[config.mk]
export PLATFORM = sky130hd
export DESIGN_NAME = ysyx_22040127_div_ctrl
export DESIGN_NICKNAME = d
export VERILOG_FILES = /design/src/rtl/ysyx_22040127_mdu_pkg.sv /design/src/rtl/ysyx_22040127_div_ctrl.sv
export SDC_FILE = /design/constraint.sdc
export NUM_CORES = 1
export LEC_CHECK = 0
export CAP_MARGIN = 20
export CORE_MARGIN = 3
export CORE_UTILIZATION = 25
export DETAILED_ROUTE_END_ITERATION = 8
export MAX_ROUTING_LAYER = met4
export SLEW_MARGIN = 20
export SYNTH_ARGS = -nofsm -noshare
export SYNTH_HDL_FRONTEND = slang
export SYNTH_SLANG_ARGS = --single-unit
export TNS_END_PERCENT = 20
[constraint.sdc]
create_clock -name clk -period 1.9 [get_ports clk]
set_input_delay 0.38 -clock clk [delete_from_list [all_inputs] [get_ports clk]]
set_output_delay 0.38 -clock clk [all_outputs]
set_load 0.01 [all_outputs]
[src/rtl/ysyx_22040127_mdu_pkg.sv]
// Shared definitions for the multiply/divide unit: op field positions, controller states, constants.
// Latency: n/a (package only).
// Backpressure: n/a (package only).
package ysyx_22040127_mdu_pkg;

   localparam int XLEN = 64;

   // in_op field positions
   localparam int OP_UNS = 0;   // 1 = unsigned
   localparam int OP_REM = 1;   // 1 = remainder, 0 = quotient
   localparam int OP_W   = 2;   // 1 = 32-bit word op

   // Cycles from the accept edge to out_valid for an op that goes through the divider
   localparam int DIV_LAT = 68;

   localparam logic [XLEN-1:0] INT64_MIN      = 64'h8000_0000_0000_0000;
   localparam logic [XLEN-1:0] INT32_MIN_SEXT = 64'hFFFF_FFFF_8000_0000;

   typedef enum logic [1:0] {
      IDLE  = 2'd0,
      BUSY  = 2'd1,
      DRAIN = 2'd2,
      DONE  = 2'd3
   } div_state_e;

   // Word ops return the low 32 bits sign-extended to XLEN
   function automatic logic [XLEN-1:0] fix_w(input logic w, input logic [XLEN-1:0] v);
      return w ? {{32{v[31]}}, v[31:0]} : v;
   endfunction

endpackage

[src/rtl/ysyx_22040127_div_ctrl.sv]
// Sequencer between the EXU and the iterative divider: decodes RV64M divide ops, prepares operands, resolves div-by-zero/overflow locally.
// Latency: 68 cycles accept-to-out_valid through the divider; special cases are in DONE directly after the accept edge.
// Backpressure: in_ready only in IDLE (one op in flight); result held in DONE until out_ready; flushes drain an in-flight divide.
module ysyx_22040127_div_ctrl
   import ysyx_22040127_mdu_pkg::*;
(
   input  logic            clk,
   input  logic            rst_n,
   input  logic            in_valid,
   output logic            in_ready,
   input  logic [2:0]      in_op,
   input  logic [XLEN-1:0] in_a,
   input  logic [XLEN-1:0] in_b,
   input  logic            in_flush,
   output logic            out_valid,
   input  logic            out_ready,
   output logic [XLEN-1:0] out_res,
   output logic [XLEN-1:0] div_x,
   output logic [XLEN-1:0] div_y,
   output logic            div_s,
   output logic            div_start,
   input  logic            div_ready,
   input  logic [XLEN-1:0] div_quo,
   input  logic [XLEN-1:0] div_rem
);

   div_state_e      state_q, state_d;

   logic [XLEN-1:0] prep_a, prep_b;
   logic            is_div0, is_ovf, is_special;
   logic [XLEN-1:0] spec_res;
   logic            accept;

   logic            op_w_q, op_rem_q;
   logic [XLEN-1:0] res_q;
   logic [XLEN-1:0] div_x_q, div_y_q;
   logic            div_s_q, div_start_q;

   // Operand preparation: word ops extend the low 32 bits according to signedness
   always_comb begin
      prep_a = in_a;
      prep_b = in_b;
      if (in_op[OP_W]) begin
         if (in_op[OP_UNS]) begin
            prep_a = {32'b0, in_a[31:0]};
            prep_b = {32'b0, in_b[31:0]};
         end else begin
            prep_a = {{32{in_a[31]}}, in_a[31:0]};
            prep_b = {{32{in_b[31]}}, in_b[31:0]};
         end
      end
   end

   // Special cases resolved without the divider: divide-by-zero and signed MIN / -1
   always_comb begin
      is_div0    = (prep_b == '0);
      is_ovf     = !in_op[OP_UNS] && (&prep_b) &&
                   (prep_a == (in_op[OP_W] ? INT32_MIN_SEXT : INT64_MIN));
      is_special = is_div0 || is_ovf;
      if (is_div0) begin
         spec_res = in_op[OP_REM] ? prep_a : '1;
      end else begin
         spec_res = in_op[OP_REM] ? '0 : prep_a;
      end
      spec_res = fix_w(in_op[OP_W], spec_res);
   end

   // State register
   always_ff @(posedge clk or negedge rst_n) begin
      if (!rst_n) begin
         state_q <= IDLE;
      end else begin
         state_q <= state_d;
      end
   end

   // Next state and handshake outputs; in_ready/out_valid decode the state register only
   always_comb begin
      state_d   = state_q;
      in_ready  = 1'b0;
      out_valid = 1'b0;
      accept    = 1'b0;
      case (state_q)
         IDLE: begin
            in_ready = 1'b1;
            accept   = in_valid && !in_flush;
            if (accept) begin
               state_d = is_special ? DONE : BUSY;
            end
         end
         BUSY: begin
            // flush wins over a simultaneous div_ready: the result is dropped
            if (in_flush && div_ready) begin
               state_d = IDLE;
            end else if (in_flush) begin
               state_d = DRAIN;
            end else if (div_ready) begin
               state_d = DONE;
            end
         end
         DRAIN: begin
            // the divider cannot be aborted; wait for it to finish, discard its result
            if (div_ready) begin
               state_d = IDLE;
            end
         end
         DONE: begin
            out_valid = 1'b1;
            if (in_flush || out_ready) begin
               state_d = IDLE;
            end
         end
         default: state_d = IDLE;
      endcase
   end

   // Datapath registers: divider operands are only written on accept, so they hold until div_ready
   always_ff @(posedge clk or negedge rst_n) begin
      if (!rst_n) begin
         op_w_q      <= 1'b0;
         op_rem_q    <= 1'b0;
         res_q       <= '0;
         div_x_q     <= '0;
         div_y_q     <= '0;
         div_s_q     <= 1'b0;
         div_start_q <= 1'b0;
      end else begin
         div_start_q <= accept && !is_special;
         if (accept) begin
            op_w_q   <= in_op[OP_W];
            op_rem_q <= in_op[OP_REM];
            if (is_special) begin
               res_q <= spec_res;
            end else begin
               div_x_q <= prep_a;
               div_y_q <= prep_b;
               div_s_q <= !in_op[OP_UNS];
            end
         end
         if (state_q == BUSY && div_ready && !in_flush) begin
            res_q <= fix_w(op_w_q, op_rem_q ? div_rem : div_quo);
         end
      end
   end

   assign out_res   = res_q;
   assign div_x     = div_x_q;
   assign div_y     = div_y_q;
   assign div_s     = div_s_q;
   assign div_start = div_start_q;

endmodule

# After elaboration in Yosys (flattened, before gate mapping)
# Index checks and enable logic that the tools add are counted.
dict set report totals {
  register_bits 198
  elab_cells 62
  out_inout_bits 196
}
dict set report op_classes {
  n_eq_ne 8
  n_reduce_logical 20
  bitwise 1
  n_mux 25
}
# op count
set op_table {}
lappend op_table {{2-to-1 mux 64 bit} 13}
lappend op_table {{== test 64 bit} 1}
lappend op_table {{zero test 64 bit} 1}
lappend op_table {{AND reduction 64 bit} 1}
lappend op_table {{2-to-1 mux 63 bit} 1}
lappend op_table {{2-to-1 mux 2 bit} 7}
lappend op_table {{case mux 2 bit (4 select lines)} 1}
lappend op_table {{logical AND 1 bit} 7}
lappend op_table {{inequality test 2 bit, second input constant} 3}
lappend op_table {{== test 2 bit, second input constant} 2}
lappend op_table {{inequality test 4 bit, second input constant} 1}
lappend op_table {{AND reduction 2 bit} 2}
lappend op_table {{AND reduction 4 bit} 1}
lappend op_table {{nonzero test 2 bit} 2}
lappend op_table {{zero test 1 bit} 3}
lappend op_table {{2-to-1 mux 1 bit} 3}
lappend op_table {{== test 2 x 1 -> 1 bit, second input constant} 1}
lappend op_table {{zero test 2 bit} 1}
lappend op_table {{logical OR 1 bit} 2}
lappend op_table {{inverter 1 bit} 1}

# Depth between registers and ports, before layout
# Gate-level depths: netlist (run 1).
dict set report depth {
  depth_word 9
  depth_mapped 10
  ltp_nobuf 7
}

# Worst setup path before layout (run 1)
# OpenSTA, ideal clock, no wires.
dict set report synth_timing {
  kind {in2reg}
  start {input in_op[0]}
  end {register div_x_q[0], in the netlist div_x[0]}
  t_arrival_ns 2.553
  slack_ns -0.778
  path_buffers 2
  path_stages 9
  setup_ns 0.125
  path_cell_list {or4b_1 or4_1 nor4_1 nand4_1 nand2_2 nor2_1 buf_6 buf_6 mux2_4}
}
dict set report synth_between {
  elab_chain_len 8
}
# element line
set synth_lines {}
lappend synth_lines {{start: declaration} ysyx_22040127_div_ctrl.sv:11} ;# input logic [2:0] in_op,
lappend synth_lines {{2-to-1 mux 64 bit} ysyx_22040127_div_ctrl.sv:44} ;# if (in_op[OP_UNS]) begin
lappend synth_lines {{2-to-1 mux 64 bit} ysyx_22040127_div_ctrl.sv:43} ;# if (in_op[OP_W]) begin
lappend synth_lines {{AND reduction 64 bit} ysyx_22040127_div_ctrl.sv:57} ;# is_ovf = !in_op[OP_UNS] && (&prep_b) &&
lappend synth_lines {{logical AND 1 bit (2 in series)} ysyx_22040127_div_ctrl.sv:57}
lappend synth_lines {{logical OR 1 bit (*)} ysyx_22040127_div_ctrl.sv:59} ;# is_special = is_div0 || is_ovf;
lappend synth_lines {{inverter 1 bit (no line) (*)} -}
lappend synth_lines {{AND reduction 2 bit (no line) (*)} -}
lappend synth_lines {{end signal: assignment} ysyx_22040127_div_ctrl.sv:135} ;# div_x_q <= prep_a;
lappend synth_lines {{end: declaration} ysyx_22040127_div_ctrl.sv:36} ;# logic [XLEN-1:0] div_x_q, div_y_q;
# Every way passes the cells marked *; elsewhere a longest branch is shown, timed or not.
# A chain may end at the register's enable or synchronous reset.

# Worst setup path in the final report (run 1)
dict set report layout_timing {
  start {input in_b[62]}
  end {register div_x_q[53], in the netlist div_x[53]}
}
dict set report layout_between {
  elab_chain_len 7
}
# element line
set layout_lines {}
lappend layout_lines {{start: declaration} ysyx_22040127_div_ctrl.sv:13} ;# input logic [XLEN-1:0] in_b,
lappend layout_lines {{2-to-1 mux 64 bit (*)} ysyx_22040127_div_ctrl.sv:43}
lappend layout_lines {{AND reduction 64 bit} ysyx_22040127_div_ctrl.sv:57}
lappend layout_lines {{logical AND 1 bit (2 in series)} ysyx_22040127_div_ctrl.sv:57}
lappend layout_lines {{logical OR 1 bit (*)} ysyx_22040127_div_ctrl.sv:59}
lappend layout_lines {{inverter 1 bit (no line) (*)} -}
lappend layout_lines {{AND reduction 2 bit (no line) (*)} -}
# Marks and branches as above.

==> results summary, run 1 <==
The count of flip-flops with a built-in enable after synthesis came out at 0. The maximum single-stage delay on the critical path is 0.52 ns. Across the routed clock network, the largest skew measured is 0.00915 ns.

The critical path is of the in -> reg type. The total routed wirelength came out at 47300 µm. The share of synthesized area occupied by flip-flops and latches came out at 45.2%. The first-pass GRT wire length came out at 70100 µm. Data arrives at the worst endpoint at 2.92 ns.

The area after detailed placement is 0.0178 mm². The area of all placed cells without fillers came out at 0.0196 mm². The routed layout has 10700 vias. The number of clock buffers inserted by TritonCTS came out at 17. The share of synthesized flip-flops with an asynchronous set or reset is 100%.

Compared with the post-synthesis result, the final layout area differs by 78.9%. The launching element type of the critical path is an input port. The number of nets at the end of the flow came out at 1907.

The number of buffers on the longest clock path is 2. The clock drives 198 sinks. The worst setup path is captured at a flop. The final reports fail on negative setup slack. The total power per unit cell area came out at 1240 mW/mm². The total routing resource utilization after global routing came out at 20.4%.

The setup TNS after final layout is -123.50 ns. The most used flip-flop cell after synthesis is dfrtp_1. The die covers 0.0463 mm². The minimum setup slack in the final design came out at -0.673 ns. The number of top-level design ports is 461. The number of levels in the clock H-tree is 4. The synthesized net count is 1272. The weighted congestion reported at the end of routability-driven placement is 0.896.

The number of endpoints with negative hold slack in the final report is 0. The number of antenna violations at the first check in global routing is 4. On the final layout, the worst hold slack is 0.235 ns.

The summed instance area of the synthesized netlist is 0.0110 mm². The flop and latch count out of synthesis is 198. Entering global routing, the biggest net connects 48 pins. The critical path goes through clkdlybuf4s15_1 -> nand4_1 -> or4_4 -> o41ai_4 -> buf_4 -> nand4_1 -> nand2_2 -> nor2_4 -> buf_12 -> buf_12 -> clkbuf_16 -> mux2_4.

The time the final worst path needs with I/O delays and setup is 2.57 ns. The class of the tightest hold or removal check is in -> reg. The effective utilization at floorplan is 25.4%. The worst ir drop on vdd is 605 µV. Tracing the worst setup path back leads to its startpoint at in_b[62].

After layout, the worst path uses 135% of the clock period. The count of filler cells inserted in the layout came out at 4016. The worst hold path begins at in_a[14].

The number of maximum-capacitance constraint violations came out at 0. After synthesis, the mean cell area works out to 10.9 µm². Cells with a size suffix above 1 make up 30.0% of the layout. The iteration count of the initial detailed-routing pass came out at 5. The final cell count without fillers is 2243. In this run the horizontal extent of the chip is 215 µm. The worst slew margin relative to its limit is 61.0%. The leakage dissipation came out at 8.77 nW. The placeable core region is 0.0432 mm². Buffers placed on the I/O ports in this run total 460. The register-to-register setup slack is 0.05 ns. The cell total after placement is 2184. The clock tree from TritonCTS is built.

The clock-pin transition on the worst setup and hold timing paths came out at 0.07 ns. The via count normalized by instance count is 4.78. The number of slew-limit violations in the final report came to 0. At the pin with the least slew margin, the transition time is 0.577 ns. In this run, distinct cell masters in the synthesized netlist total 39.

The final routed wire length divided by cell count is 21.1 µm. The final setup violation count came out at 195. The root buffer cell is clkbuf_16.

For this run, design rule violations remaining after detail routing come to 0. Summing internal, switching and leakage power gives 24.3 mW. Of all nets on the critical path, the largest fanout is 6. The flow ran to the end, but the final reports show violations.

The detailed router finished its first iteration with 546 violations. Setup repair after global routing could not meet its margin everywhere. During synthesis, Yosys emitted a total of 0 warnings.

The final HPWL from detailed placement is 34600 µm. The clock insertion delay at the later pin of the skew report came out at 0.46 ns. The number of cell rows came out at 76. The data required time at the worst endpoint came out at 2.25 ns. The total congestion overflow is 0. The post-route antenna net violation count is 0. The fmax is 0.389 GHz.

The slowest stage of the critical path belongs to the cell or4_4. The post-synthesis cell count came out at 1007. The worst register-to-register path begins at state_q[0]$_DFFE_PN0P_. The number of global-route vias before repair is 11200. The die span in y came out at 215 µm.
cells by family after synthesis:
logic type                 synth area share (%)
DFF                                        45.2
and+or+nand+nor                            13.0
buffers and inverters                      4.20
AOI/OAI and AO/OA                          15.2
adders and majority gates                  2.83
muxes                                      19.5
cells in the final DEF, fill, tap and decap left out, drive strengths merged, types with 3 or more instances in the layout:
| cell type | n |
|---|---|
| dfrtp | 198 |
| or4 | 4 |
| maj3 | 31 |
| diode | 4 |
| dlymetal6s2s | 56 |
| mux2 | 128 |
| dlygate4sd2 | 6 |
| buf | 254 |
| nand2 | 75 |
| clkbuf | 31 |
| nor4 | 28 |
| a21oi | 68 |
| mux2i | 33 |
| nand3 | 65 |
| a21o | 33 |
| o211ai | 32 |
| clkinv | 4 |
| a211oi | 33 |
| nor2b | 33 |
| nand4 | 21 |
| o21ai | 37 |
| nor2 | 36 |
| clkdlybuf4s15 | 3 |
| nand3b | 3 |
| inv | 5 |
| and2 | 3 |
| o221a | 32 |
| clkdlybuf4s50 | 381 |
final timing paths:
kind | end | depth (start not counted)
worst max-delay path | div_x[53]$_DFFE_PN0P_ | 12
worst max register to register | div_y[4]$_DFFE_PN0P_ | 7
worst min register to register | div_y[55]$_DFFE_PN0P_ | 1
max in group asynchronous | out_res[38]$_DFFE_PN0P_ | 3
min in group asynchronous | div_y[57]$_DFFE_PN0P_ | 2
worst min-delay path | div_x[14]$_DFFE_PN0P_ | 3
cell type report:
class	instances	area, µm²	area share (%)
tap	585	732	3.74
multi-input combinational	711	6010	30.7
sequential	198	4960	25.3
antenna	4	10.0	0.0511
clock buffer	22	484	2.47
clock inverter	9	118	0.600
inverter	4	15.0	0.0766
timing repair buffer	710	7260	37.1
power breakdown:
group / leakage (nW) / total, mW / switching (mW) / internal (mW)
Combinational: 6.10 / 12.9 / 5.12 / 7.77
Clock: 0.291 / 3.84 / 1.75 / 2.09
Sequential: 2.38 / 7.59 / 1.34 / 6.26
layer usage:
metal	up-vias	part of all wire [%]	global-route usage [%]	routed length, µm
met3	62	5.4	4.31	2540
met4	0	2.6	7.16	1220
met1	5263	43	25.0	20200
li1	5027	-	-	-
met2	368	49	33.4	23400
met5	-	0	-	0
critical path, delay by kind of cell:
kind	cells	cell delay (ns)
and+or+nand+nor	5	0.97
buffers and inverters	5	0.82
muxes	1	0.30
AOI/OAI and AO/OA	1	0.44
flip-flops by register name, summed over array words and instances (netlist names):
register   cells
div_x         64
div_s          1
op_rem_q       1
state_q        2
op_w_q         1
div_start      1
div_y         64
out_res       64
synthesized netlist by cell type, types with 3 or more instances:
library cell  instances  share of area (%)
mux2_4               98                 13
mux2i_1              33                3.0
inv_1                 3               0.10
nor2_1               36                1.2
buf_6                11                1.1
nor4_1               28                1.6
buf_2                 8               0.37
dfrtp_1             198                 45
o211ai_1             32                2.2
buf_1                 8               0.27
and2_1                3               0.17
nand3_1              65                3.0
o221a_2              32                3.3
o21ai_0              37                1.7
clkbuf_1             67                2.3
nand3b_1              3               0.21
a21o_1               33                2.3
nand4_1              21                1.2
a211oi_1             33                2.3
a21oi_1              68                3.1
or4_1                 4               0.27
maj3_1               31                2.8
nor2b_1              33                1.9
nand2_1              74                2.5
mux2_2               30                3.1
through the flow:
stage,worst slack (ns),utilization (%)
4_1_cts,-0.868,44.3
5_1_grt,-0.712,45.4
3_5_place_dp,-1.80,41.3
2_1_floorplan,-0.701,-
6_report,-0.673,45.4
3_3_place_gp,-1.76,41.3
what timing repair did:
| action | 4_1_cts | 5_1_grt |
|---|---|---|
| gates resized for setup | 117 | 114 |
| cloned | 6 | 6 |
| setup endpoints to repair | 199 | 197 |
| hold endpoints to repair | 37 | 0 |
| pin swaps | 11 | 35 |
| setup buffers | 13 | 1 |
| hold buffers | 1 | 0 |
(Power assumes the default switching activity.)
==> run 2: changes to the inputs <==
--- a/config.mk
+++ b/config.mk
@@ -9,7 +9,6 @@
 export CORE_MARGIN = 3
 export CORE_UTILIZATION = 25
 export DETAILED_ROUTE_END_ITERATION = 8
-export MAX_ROUTING_LAYER = met4
 export SLEW_MARGIN = 20
 export SYNTH_ARGS = -nofsm -noshare
 export SYNTH_HDL_FRONTEND = slang
==> results summary, run 2 (synthesis gave the netlist of run 1 again) <==
The flow ran to the end, but the final reports show violations. The number of nets at the end of the flow came out at 1908 (+0.052%). The time the final worst path needs with I/O delays and setup came to 2.57 ns (+0.000265 ns).

The clock tree from TritonCTS is built. The die span in y is 215 µm (unchanged). The number of buffers on the longest clock path came out at 2 (unchanged).

The number of antenna violations at the first check in global routing came out at 2 (-2). The number of global-route vias before repair came to 11200 (-0.17%). The total DRC errors in the routed layout came out at 0 (unchanged).

The setup path with the least slack is of type in -> reg. The via count normalized by instance count came to 4.77 (-0.17%). The number of port buffers came out at 460 (unchanged). The setup TNS after final layout is -122.10 ns (+1.40 ns).

The largest net degree at the start of global routing is 48 (unchanged). The final cell count without fillers was 2242 (-0.045%). Walking the worst path, the cells encountered are buf_6 -> or4_4 -> or4_4 -> nor4_4 -> buf_4 -> nand4_1 -> nand2_2 -> nor2_4 -> buf_12 -> buf_12 -> clkbuf_16 -> mux2_4.

STA classifies the critical path endpoint as a flop. The number of top-level design ports is 461 (unchanged). The final critical-path share of the clock period came out at 135% (about the same). The checks that failed: negative setup slack.

The cell total after placement is 2184 (unchanged). The slowest stage of the critical path belongs to the cell or4_4. The largest driver fanout on the critical path came out at 6 (unchanged).

The post-route antenna net violation count is 0 (unchanged). The maximum single-stage delay on the critical path is 0.54 ns (+0.02 ns). In this run the worst hold path is classified as in -> reg. The final routed wire length divided by cell count came out at 21.2 µm (+0.31%). The leakage dissipation was 8.79 nW (+0.12%).

The fmax came out at 0.389 GHz (about the same). The total congestion overflow is 0 (unchanged). The first-pass GRT wire length came out at 70300 µm (+0.24%). The number of maximum-capacitance constraint violations is 0 (unchanged). The initial DRC count is 629 (+15%).

The clock-pin transition on the worst setup and hold timing paths is 0.07 ns (about the same). The count of filler cells inserted in the layout came out at 4016 (unchanged). The total power per unit cell area came out at 1240 mW/mm² (about the same). The effective utilization at floorplan came out at 25.4% (unchanged). The weighted congestion reported at the end of routability-driven placement is 0.881 (-1.6%). The width of the die came out at 215 µm (unchanged).

The worst setup path is launched from an input port. The final setup violation count is 195 (unchanged). The data arrival time of the critical path came to 2.92 ns (about the same). The clock sink total came out at 198 (unchanged). The total routed wirelength was 47400 µm (+0.26%). The number of endpoints with negative hold slack in the final report was 0 (unchanged). The number of levels in the clock H-tree was 4 (unchanged). The die area came to 0.0463 mm² (unchanged). The share of layout cells above drive strength 1 came out at 30.0% (+0.042 points). The number of slew-limit violations in the final report was 0 (unchanged). The buffer and inverter count on the worst path came out at 5 (unchanged). The slew at the pin closest to its max-slew limit is 0.574 ns (-0.00266 ns). The iteration count of the initial detailed-routing pass came to 5 (unchanged). The final HPWL from detailed placement came to 34600 µm (unchanged). The fraction of the core area covered by cells at the end of the flow came out at 45.4% (+0.046 points). In this design, the largest share of critical-path delay is due to simple AND/OR/NAND/NOR gates. In the layout the commonest cells are 381 x clkdlybuf4s50_1, 197 x dfrtp_1, 196 x buf_4. The number of vias after detailed routing came out at 10700 (-0.21%). The final clock skew is 0.00677 ns (-0.00237 ns).

The area growth from synthesis to final layout is 79.1%. Setup repair after global routing could not meet its margin everywhere. The total routing resource utilization after global routing came out at 19.8% (-0.56 points). The minimum setup slack in the final design came to -0.673 ns (-0.000265 ns). The clock insertion delay at the later pin of the skew report is 0.46 ns (about the same). The register-to-register setup slack is 0.06 ns (about the same).

The number of cell rows is 76 (unchanged). The root buffer cell is clkbuf_16. The total power draw is 24.4 mW (+0.12%). The placeable core region was 0.0432 mm² (unchanged). The number of clock buffers inserted by TritonCTS is 17 (unchanged). The final-layout worst hold slack came out at 0.233 ns (-0.00210 ns). The worst ir drop on vdd is 602 µV (-0.56%).

The data required time at the worst endpoint is 2.25 ns (about the same). The most common cell after layout, fill and taps aside is clkdlybuf4s50_1. The worst slew margin relative to its limit is 61.2% (+0.18 points).
==> run 2: cell types whose count changed in the layout (fill, tap and decap cells not counted), sizes merged <==
cell / delta
clkbuf: +1
diode: -2
==> run 2: final cells by class <==
cell class	instances	area (µm²)	share of cell area (%)
Antenna cell	2	5.00	0.0255
Clock buffer	22	484	2.47
Clock inverter	9	118	0.600
Inverter	4	15.0	0.0766
Multi-Input combinational cell	711	6010	30.7
Sequential cell	198	4960	25.3
Tap cell	585	732	3.73
Timing Repair Buffer	711	7280	37.1
==> run 2: what timing repair did <==
action / CTS / global route
setup buffers: 13 / 1
endpoints found under the setup margin: 199 / 197
pin swaps: 11 / 35
cloned: 6 / 7
gates resized for setup: 117 / 114
hold buffers: 1 / 0
endpoints found under the hold margin: 37 / 0
==> run 2: worst register-to-register path, stage by stage (launching register included) <==
cell and delay, ns:
dfrtp_1 0.38, nor2_1 0.15, nand3b_1 0.19, nor2_4 0.20, buf_6 0.14, buf_12 0.16, clkbuf_16 0.19, mux2_2 0.33
==> run 2: worst paths after layout <==
check / start / to / cells after the start
setup / recovery: in_a[14] / div_x[34]$_DFFE_PN0P_ / 12
hold / removal: in_a[14] / div_x[14]$_DFFE_PN0P_ / 3
setup reg to reg: state_q[0]$_DFFE_PN0P_ / div_y[4]$_DFFE_PN0P_ / 7
hold reg to reg: div_y[55]$_DFFE_PN0P_ / div_y[55]$_DFFE_PN0P_ / 1
max in group asynchronous: rst_n / out_res[38]$_DFFE_PN0P_ / 3
min in group asynchronous: rst_n / div_y[57]$_DFFE_PN0P_ / 2
==> run 2: layer usage <==
layer  routed length (µm)  global-route usage, %  vias up
met5                    0                      0        -
met4                 1230                   7.09        0
met3                 2680                   4.43       63
met2                23300                   33.4      391
met1                20200                   25.1     5212
li1                     -                      -     5031
==> run 2: through the flow <==
stage | instance area, µm² | setup slack [ns]
2_1_floorplan | 11000 | -0.701
3_5_place_dp | 17800 | -1.80
5_1_grt | 19600 | -0.712
4_1_cts | 19100 | -0.868
6_report | 19600 | -0.673
3_3_place_gp | 17800 | -1.76
==> run 2: power by group <==
group          switching, mW  internal, mW  total, mW
Combinational           5.13          7.78       12.9
Sequential              1.34          6.26       7.59
Clock                   1.76          2.09       3.85
Total                   8.22          16.1       24.4
